`src/rtl/sa_ctrl_pkg.sv`:
```
// Shared types and limits for the systolic-array load sequencer.
// The B address packs row and column into separate bit fields above B_BASE.
package sa_ctrl_pkg;

    typedef enum logic [2:0] {
        IDLE   = 3'd0,
        LOAD_A = 3'd1,
        GAP    = 3'd2,
        LOAD_B = 3'd3,
        RUN    = 3'd4
    } state_t;

    localparam int unsigned A_MAX      = 25600;
    localparam int unsigned B_MAX_COLS = 50;
    localparam int unsigned B_MAX_ROWS = 16;
    localparam int unsigned COL_SHIFT  = 6;

    typedef struct packed {
        logic [1:0]  nth_conv;
        logic [14:0] a_len;
        logic [5:0]  b_cols;
        logic [4:0]  b_rows;
    } cfg_t;

    function automatic logic cfg_valid(input cfg_t c, input int unsigned a_max,
                                       input int unsigned cols_max, input int unsigned rows_max);
        return (32'(c.a_len) <= a_max) &&
               (c.b_cols != 6'd0) && (32'(c.b_cols) <= cols_max) &&
               (c.b_rows != 5'd0) && (32'(c.b_rows) <= rows_max);
    endfunction

endpackage

```
`src/rtl/sa_b_addr_gen.sv`:
```
// Row/column walker for the B region: one step per accepted beat,
// column wraps at i_cols-1, o_last marks the final element of the matrix.
module sa_b_addr_gen #(
    parameter int unsigned           ADDR_WIDTH = 17,
    parameter logic [ADDR_WIDTH-1:0] B_BASE     = 17'h08000
) (
    input  logic                  clk,
    input  logic                  rst,
    input  logic                  i_clr,
    input  logic                  i_adv,
    input  logic [5:0]            i_cols,
    input  logic [4:0]            i_rows,
    output logic [ADDR_WIDTH-1:0] o_addr,
    output logic                  o_last
);
    import sa_ctrl_pkg::*;

    logic [3:0] r_row;
    logic [5:0] r_col;
    logic       w_col_wrap;

    assign w_col_wrap = (r_col == (i_cols - 6'd1));
    assign o_last     = w_col_wrap && ({1'b0, r_row} == (i_rows - 5'd1));

    // Fields are OR'd into the base so a row never carries into B_BASE bits.
    assign o_addr = B_BASE | (ADDR_WIDTH'(r_row) << COL_SHIFT) | ADDR_WIDTH'(r_col);

    always_ff @(posedge clk) begin
        if (rst || i_clr) begin
            r_row <= '0;
            r_col <= '0;
        end else if (i_adv) begin
            if (w_col_wrap) begin
                r_col <= '0;
                r_row <= r_row + 4'd1;
            end else begin
                r_col <= r_col + 6'd1;
            end
        end
    end

endmodule

```
`src/rtl/sa_load_ctrl.sv`:
```
// Loads a byte stream into the SA buffer (linear A, then packed B), then
// holds start with the conv index until the array reports completion.
module sa_load_ctrl #(
    parameter int unsigned           DATA_WIDTH = 8,
    parameter int unsigned           ADDR_WIDTH = 17,
    parameter logic [ADDR_WIDTH-1:0] A_BASE     = 17'h00000,
    parameter int unsigned           A_MAX      = sa_ctrl_pkg::A_MAX,
    parameter logic [ADDR_WIDTH-1:0] B_BASE     = 17'h08000,
    parameter int unsigned           B_MAX_COLS = sa_ctrl_pkg::B_MAX_COLS,
    parameter int unsigned           B_MAX_ROWS = sa_ctrl_pkg::B_MAX_ROWS
) (
    input  logic                  clk,
    input  logic                  rst,
    input  logic                  cmd_valid,
    output logic                  cmd_ready,
    input  logic [1:0]            cmd_nth_conv,
    input  logic [14:0]           cmd_a_len,
    input  logic [5:0]            cmd_b_cols,
    input  logic [4:0]            cmd_b_rows,
    input  logic                  s_valid,
    output logic                  s_ready,
    input  logic [DATA_WIDTH-1:0] s_data,
    output logic                  wea,
    output logic [ADDR_WIDTH-1:0] addra,
    output logic [DATA_WIDTH-1:0] dia,
    output logic                  start,
    output logic [1:0]            nth_conv_o,
    input  logic                  sa_done,
    output logic                  done_o,
    output logic                  err_o,
    output logic [2:0]            dbg_state
);
    import sa_ctrl_pkg::*;

    // Handshakes: a transfer happens on a rising edge where valid && ready;
    // ready never depends on valid, and both ready outputs drop while rst is high.

    state_t                r_state;
    cfg_t                  r_cfg;
    logic [14:0]           r_a_idx;
    logic                  r_cmd_ready;
    logic                  r_wea;
    logic [ADDR_WIDTH-1:0] r_addra;
    logic [DATA_WIDTH-1:0] r_dia;
    logic                  r_start;
    logic [1:0]            r_nth;
    logic                  r_done;
    logic                  r_err;

    cfg_t                  w_cmd_cfg;
    logic                  w_cmd_ok;
    logic                  w_cmd_fire;
    logic                  w_beat;
    logic                  w_b_clr;
    logic                  w_b_adv;
    logic                  w_b_last;
    logic [ADDR_WIDTH-1:0] w_b_addr;

    assign w_cmd_cfg  = '{nth_conv: cmd_nth_conv, a_len: cmd_a_len,
                          b_cols: cmd_b_cols, b_rows: cmd_b_rows};
    assign w_cmd_ok   = cfg_valid(w_cmd_cfg, A_MAX, B_MAX_COLS, B_MAX_ROWS);
    assign cmd_ready  = r_cmd_ready & ~rst;
    assign s_ready    = ((r_state == LOAD_A) || (r_state == LOAD_B)) & ~rst;
    assign w_cmd_fire = cmd_valid & cmd_ready;
    assign w_beat     = s_valid & s_ready;
    assign w_b_clr    = (r_state == GAP);
    assign w_b_adv    = w_beat && (r_state == LOAD_B);

    sa_b_addr_gen #(
        .ADDR_WIDTH (ADDR_WIDTH),
        .B_BASE     (B_BASE)
    ) u_b_addr_gen (
        .clk    (clk),
        .rst    (rst),
        .i_clr  (w_b_clr),
        .i_adv  (w_b_adv),
        .i_cols (r_cfg.b_cols),
        .i_rows (r_cfg.b_rows),
        .o_addr (w_b_addr),
        .o_last (w_b_last)
    );

    always_ff @(posedge clk) begin
        if (rst) begin
            r_state     <= IDLE;
            r_cfg       <= '0;
            r_a_idx     <= '0;
            r_cmd_ready <= 1'b0;
            r_wea       <= 1'b0;
            r_addra     <= '0;
            r_dia       <= '0;
            r_start     <= 1'b0;
            r_nth       <= '0;
            r_done      <= 1'b0;
            r_err       <= 1'b0;
        end else begin
            r_wea  <= 1'b0;
            r_done <= 1'b0;
            r_err  <= 1'b0;
            case (r_state)
                IDLE: begin
                    r_cmd_ready <= 1'b1;
                    if (w_cmd_fire && w_cmd_ok) begin
                        r_cfg       <= w_cmd_cfg;
                        r_a_idx     <= '0;
                        r_cmd_ready <= 1'b0;
                        r_state     <= (cmd_a_len == 15'd0) ? GAP : LOAD_A;
                    end else if (w_cmd_fire) begin
                        r_err <= 1'b1;
                    end
                end
                LOAD_A: begin
                    if (w_beat) begin
                        r_wea   <= 1'b1;
                        r_addra <= A_BASE + ADDR_WIDTH'(r_a_idx);
                        r_dia   <= s_data;
                        r_a_idx <= r_a_idx + 15'd1;
                        if (r_a_idx == (r_cfg.a_len - 15'd1)) begin
                            r_state <= GAP;
                        end
                    end
                end
                GAP: begin
                    r_state <= LOAD_B;
                end
                LOAD_B: begin
                    if (w_beat) begin
                        r_wea   <= 1'b1;
                        r_addra <= w_b_addr;
                        r_dia   <= s_data;
                        if (w_b_last) begin
                            r_state <= RUN;
                        end
                    end
                end
                RUN: begin
                    // start rises one cycle after entry; sa_done only counts once it is up.
                    if (!r_start) begin
                        r_start <= 1'b1;
                        r_nth   <= r_cfg.nth_conv;
                    end else if (sa_done) begin
                        r_start     <= 1'b0;
                        r_done      <= 1'b1;
                        r_cmd_ready <= 1'b1;
                        r_state     <= IDLE;
                    end
                end
                default: begin
                    r_state <= IDLE;
                end
            endcase
        end
    end

    assign wea        = r_wea;
    assign addra      = r_addra;
    assign dia        = r_dia;
    assign start      = r_start;
    assign nth_conv_o = r_nth;
    assign done_o     = r_done;
    assign err_o      = r_err;
    assign dbg_state  = r_state;

endmodule

```
`config.mk`:
```
export PLATFORM = sky130hd
export DESIGN_NAME = sa_load_ctrl
export DESIGN_NICKNAME = d
export VERILOG_FILES = /design/src/rtl/sa_ctrl_pkg.sv /design/src/rtl/sa_b_addr_gen.sv /design/src/rtl/sa_load_ctrl.sv
export SDC_FILE = /design/constraint.sdc
export NUM_CORES = 1
export LEC_CHECK = 0
export ABC_CLOCK_PERIOD_IN_PS = 3100
export BUFFER_PORTS_ARGS = -buffer_cell sky130_fd_sc_hd__buf_2
export CAP_MARGIN = 20
export CELL_PAD_IN_SITES_DETAIL_PLACEMENT = 1
export CELL_PAD_IN_SITES_GLOBAL_PLACEMENT = 2
export CORE_MARGIN = 2
export CORE_UTILIZATION = 34
export CTS_BUF_LIST = sky130_fd_sc_hd__clkbuf_2
export CTS_CLUSTER_DIAMETER = 80
export CTS_CLUSTER_SIZE = 28
export DETAILED_ROUTE_END_ITERATION = 10
export GPL_ROUTABILITY_DRIVEN = 0
export PLACE_DENSITY_LB_ADDON = 0.1
export SYNTH_ARGS = -nofsm -noshare
export SYNTH_HDL_FRONTEND = slang
export SYNTH_SLANG_ARGS = --single-unit
```
`constraint.sdc`:
```
create_clock -name clk -period 3.1 [get_ports clk]
set_clock_uncertainty 0.1 [all_clocks]
set_input_delay 0.62 -clock clk [delete_from_list [all_inputs] [get_ports clk]]
set_output_delay 0.62 -clock clk [all_outputs]
set_load 0.01 [all_outputs]
```
=== Word level (Yosys, flattened, before mapping) ===
Cells that the tools add are included.
Widths: inputs -> output; s select.

* $add $sub $neg: 6
* $lt $le $gt $ge: 3
* Equality and inequality tests: 14
* Multiplexer cells: 25
* Bitwise logic cells: 10
* Reduce and logical (&&, ||, !) cells: 28

{| class="wikitable"
|+ Operators with widths
! kind !! number
|-
| $mux 17 || 2
|-
| $pmux 17 s2 || 1
|-
| $mux 15 || 2
|-
| $pmux 15 s2 || 1
|-
| $mux 3 || 7
|-
| $or 16x6->16 || 1
|-
| $add 15x1->15 const B || 1
|-
| $eq 15x15->1 || 1
|-
| $le 15x15->1 const B || 1
|-
| $logic_not 15->1 || 1
|-
| $pmux 3 s5 || 1
|-
| $sub 15x1->15 const B || 1
|-
| $ne 2x2->1 const B || 5
|-
| $reduce_and 3->1 || 3
|-
| $mux 1 || 8
|-
| $reduce_and 2->1 || 4
|-
| $logic_and 1x1->1 || 7
|-
| $reduce_and 7->1 || 1
|-
| $add 6x1->6 const B || 1
|-
| $eq 3x2->1 const B || 2
|-
| $eq 6x6->1 || 1
|-
| $le 6x6->1 const B || 1
|-
| $mux 6 || 1
|-
| $reduce_bool 2->1 || 3
|-
| 18 further kinds || 29
|}

* Flip-flop bits (word level): 88
* Input port bits: 41
* Output and inout bits: 36
* Logic and storage cells: 102

=== Logic depth before layout (Yosys ltp) ===
* Word-level depth: 8
* Depth in mapped cells: 10
* Mapped depth without buffers: 9

=== Modules after synthesis ===
From an unflattened synthesis, not the netlist that was laid out.

* Cells, all modules: 543
* Area, all modules: 4645.7 um^2

{| class="wikitable"
|+ By module, submodules not included
! module !! instances !! cells each !! area an instance (um^2)
|-
| sa_load_ctrl || 1 || 432 || 3784.9
|-
| sa_b_addr_gen || 1 || 111 || 860.8
|}

=== Worst setup path before layout ===
Ideal clock, no wire load.

* Path kind: input to register
* Start: input port rst
* End: register r_a_idx[10]
* Data arrival time: 2237 ps
* Slack: 635 ps
* Cell stages on the path: 9
* Cell sequence: clkbuf_1 nor2b_1 nand2_1 nor4_1 nand3_1 buf_2 nand2b_1 clkbuf_1 nor2_1

* Cells in the longest elaborated chain, start to end: 6

{| class="wikitable"
|+ RTL lines
! element !! RTL line !! text
|-
| start: declaration || sa_load_ctrl.sv:13 || <nowiki>input logic rst,</nowiki>
|-
| $not 1->1 || sa_load_ctrl.sv:62 || <nowiki>assign cmd_ready = r_cmd_ready & ~rst;</nowiki>
|-
| $and 1x1->1 || sa_load_ctrl.sv:62 ||
|-
| named net cmd_ready || sa_load_ctrl.sv:15 || <nowiki>output logic cmd_ready,</nowiki>
|-
| $and 1x1->1 || sa_load_ctrl.sv:64 || <nowiki>assign w_cmd_fire = cmd_valid & cmd_ready;</nowiki>
|-
| $logic_and 1x1->1 || sa_load_ctrl.sv:103 || <nowiki>if (w_cmd_fire && w_cmd_ok) begin</nowiki>
|-
| $ne 2x2->1 (no line) || n/a ||
|-
| $reduce_and 3->1 (no line) || n/a ||
|-
| end signal: assignment || sa_load_ctrl.sv:117 || <nowiki>r_a_idx <= r_a_idx + 15'd1;</nowiki>
|-
| end: declaration || sa_load_ctrl.sv:40 || <nowiki>logic [14:0] r_a_idx;</nowiki>
|}

The timed path passes the listed nets, and every way through them passes these cells.
A chain may end at the register's enable or synchronous reset.

=== Worst setup path after layout ===
* Start: register r_cfg[11] (netlist bit)
* End: register r_state[1] (netlist: dbg_state[1])

* Cells in the longest elaborated chain, start to end: 4

{| class="wikitable"
|+ RTL lines
! element !! RTL line !! text
|-
| start: declaration || sa_load_ctrl.sv:39 || <nowiki>cfg_t r_cfg;</nowiki>
|-
| start signal: assignment || sa_load_ctrl.sv:104 || <nowiki>r_cfg <= w_cmd_cfg;</nowiki>
|-
| $sub 15x1->15 || sa_load_ctrl.sv:118 || <nowiki>if (r_a_idx == (r_cfg.a_len - 15'd1)) begin</nowiki>
|-
| $eq 15x15->1 || sa_load_ctrl.sv:118 ||
|-
| $ne 2x1->1 (no line) || n/a ||
|-
| $reduce_and 7->1 (no line) || n/a ||
|-
| end signal: assignment || sa_load_ctrl.sv:107 || <nowiki>r_state <= (cmd_a_len == 15'd0) ? GAP : LOAD_A;</nowiki>
|-
| end: declaration || sa_load_ctrl.sv:38 || <nowiki>state_t r_state;</nowiki>
|}

Every way passes these cells.

==> impl_metrics.ini <==
[routing]
routedWlPerCell_um = 16.2
drt-vias-per-instance = 5.05
antenna_left = 0
drt_wl_total_um = 12400
first_pass_iters = 4
drt_iter0_markers = 187
via_count = 3866
drc = 0

[clock_tree]
clockBufferDepth = 2
path_clk_slew_ns = 0.26
cts_hold_buf = 0
post_cts_buffers = 0
cts_buffers = 9
cts_tree = yes
numClockSinks = 87
ctsHtreeMaxLevel = 3
cts_root_buf = clkbuf_2
cts_resized = 0
clock_latency_ns = 0.59

[logic_synthesis]
yosysSeqAreaShare_pct = 39.5
synth-edff-count = 0
syn_nets = 570
synth-main-ff-cell = dfxtp_1
ys_types = 50
yosys-top-cells-area = dfxtp_1 (40%), mux2i_1 (8.9%), nor2_1 (5.9%), xnor2_1 (5.8%), xor2_1 (4.8%)
synth_seq_cells = 87
syn_area_um2 = 4410
yosysTopAreaCell = dfxtp_1
synth_top_area_share_pct = 39.5
async_reset_ff_share_pct = 0
avgSynthCellArea_um2 = 8.42
netlist_instances = 523
ys_warn_count = 0

[min_path]
hold_path_class = in -> reg

[setup_path]
required_ns = 3.56
path_max_fanout = 8
worstPathArrival_ns = 3.16
crit_type = reg -> reg
startpoint_type = flop
end_kind = flop

[flow_run]
cap_violations = 0

[grt]
overflow = 0
grt_pass1_wl_um = 20300
grt_pass1_vias = 3913
antenna_found_initial = 0
grt_util_all_layers_pct = 18.3
grt_max_degree = 64

[timing]
fmax_mhz = 371
slew_violations = 0
hold_violations = 0
rsz0062_at_grt = false
period_share_pct = 87.0
setup_tns_ns = 0
post-route-min-period_ns = 2.70
worst-slew-pin-transition_ns = 0.675
max_slew_margin_pct = 55.0
final-setup-viol-count = 0

[power]
irDropWorstVdd_mv = 0.170
leakage_nw = 2.24
power_mw = 1.84
powerDensity_nw_per_um2 = 364

[die]
die_h_um = 118
die_x_um = 118
die_area_um2 = 13900
rows = 41
initial_core_util_pct = 34.9
core_area_um2 = 12600
top_level_ports = 77

[layout]
area_growth_pct = 14.5
drive_gt1_share_pct = 19.2
nets = 636
diodes = 0
postLayoutCoreUtil_pct = 40.0
design_area_um2 = 5040

[placed_design]
post_dp_cell_area_um2 = 4950
port_buffers = 75
dpl.hpwl_um = 9380

[outcome]
status = finished, final reports clean
==> area by class of cell <==
cell class | count | area [um2]
fill | 1574 | 7580
sequential | 87 | 1740
inverter | 11 | 41.3
multi-input combinational | 391 | 2480
clock inverter | 5 | 32.5
clock buffer | 11 | 55.1
timing repair buffer | 89 | 480
tap | 172 | 215
==> flip-flops by register name (all words and copies together) (netlist names) <==
name                count
r_cfg                  28
addra                  16
r_a_idx                15
dia                     8
u_b_addr_gen.r_col      6
u_b_addr_gen.r_row      4
dbg_state               3
nth_conv_o              2
done_o                  1
err_o                   1
r_cmd_ready             1
start                   1
wea                     1
==> synthesized netlist by cell type (4+ instances only) <==
cell and number:
a21oi_1 24, mux2i_1 39, nand4_1 7, inv_1 11, xnor2_1 29, nand2_1 42
o21ai_0 28, buf_2 4, nand3_1 21, nor2_1 69, and3_1 6, dfxtp_1 87
nand2b_1 11, nand3b_1 16, ha_1 6, xor2_1 24, nor4_1 8, nor3_1 17
nor2b_1 4, clkbuf_1 24
==> worst max-delay path: stages, from the launching register on <==
cell and delay (ns):
dfxtp_1 0.41, inv_1 0.07, ha_1 0.28, or4b_4 0.57
o21a_1 0.21, o41ai_1 0.34, o2111ai_1 0.21, o31ai_2 0.29
and3_1 0.20
==> cells by family after synthesis <==
| kind of cell | count (synthesis) | share of synthesized area, % |
|---|---|---|
| muxes | 39 | 8.86 |
| xor gates and xnor gates | 53 | 10.5 |
| and+or+nand+nor | 217 | 24.6 |
| buffers and inverters | 45 | 4.37 |
| adders and majority gates | 6 | 1.70 |
| other | 1 | 0.0851 |
| DFF | 87 | 39.5 |
| AOI/OAI and AO/OA | 75 | 10.3 |
==> metrics by stage <==
stage | hold WS, ns | cells | setup slack, ns
CTS | 0.0613 | 766 | 0.392
global placement | 0.338 | 750 | 0.363
finish | 0.109 | 766 | 0.402
global route | 0.0638 | 766 | 0.281
detailed placement | 0.350 | 750 | 0.210
floorplan | 0.329 | 523 | 0.635
==> layout by cell type (no fill, tap or decap), types with 14 or more instances in the layout <==
master | netlist | layout
dfxtp_1 | 87 | 87
buf_2 | 4 | 75
nor2_1 | 69 | 69
nand2_1 | 42 | 42
mux2i_1 | 39 | 39
xnor2_1 | 29 | 29
o21ai_0 | 28 | 28
a21oi_1 | 24 | 24
xor2_1 | 24 | 24
nand3_1 | 21 | 20
nor3_1 | 17 | 17
nand3b_1 | 16 | 16
buf_4 | 1 | 14
==> routing by layer <==
layer  global-route usage, %  up-vias  wire, um
li1                        -     1932         -
met1                    25.0     1854      6090
met2                    28.9       70      5660
met3                    4.26       10       514
met4                    5.12        0       127
met5                       0        -         0
==> path summary, 6_finish.rpt <==
kind | to | cells after the start | slack (ns) | start
max | dbg_state[1] | 8 | 0.40 | r_cfg[11]
min | dia[7] | 3 | 0.11 | s_data[7]
max reg2reg | dbg_state[1] | 8 | 0.40 | r_cfg[11]
min reg2reg | addra[11] | 2 | 0.37 | addra[11]
==> report_power, final <==
part | switching (mW) | leakage [nW] | internal [mW]
sequential | 0.0110 | 0.702 | 1.13
clock | 0.420 | 0.0560 | 0.110
combinational | 0.0900 | 1.48 | 0.0721
total | 0.521 | 2.24 | 1.31
No activity file was read; power rests on OpenSTA's default activity.
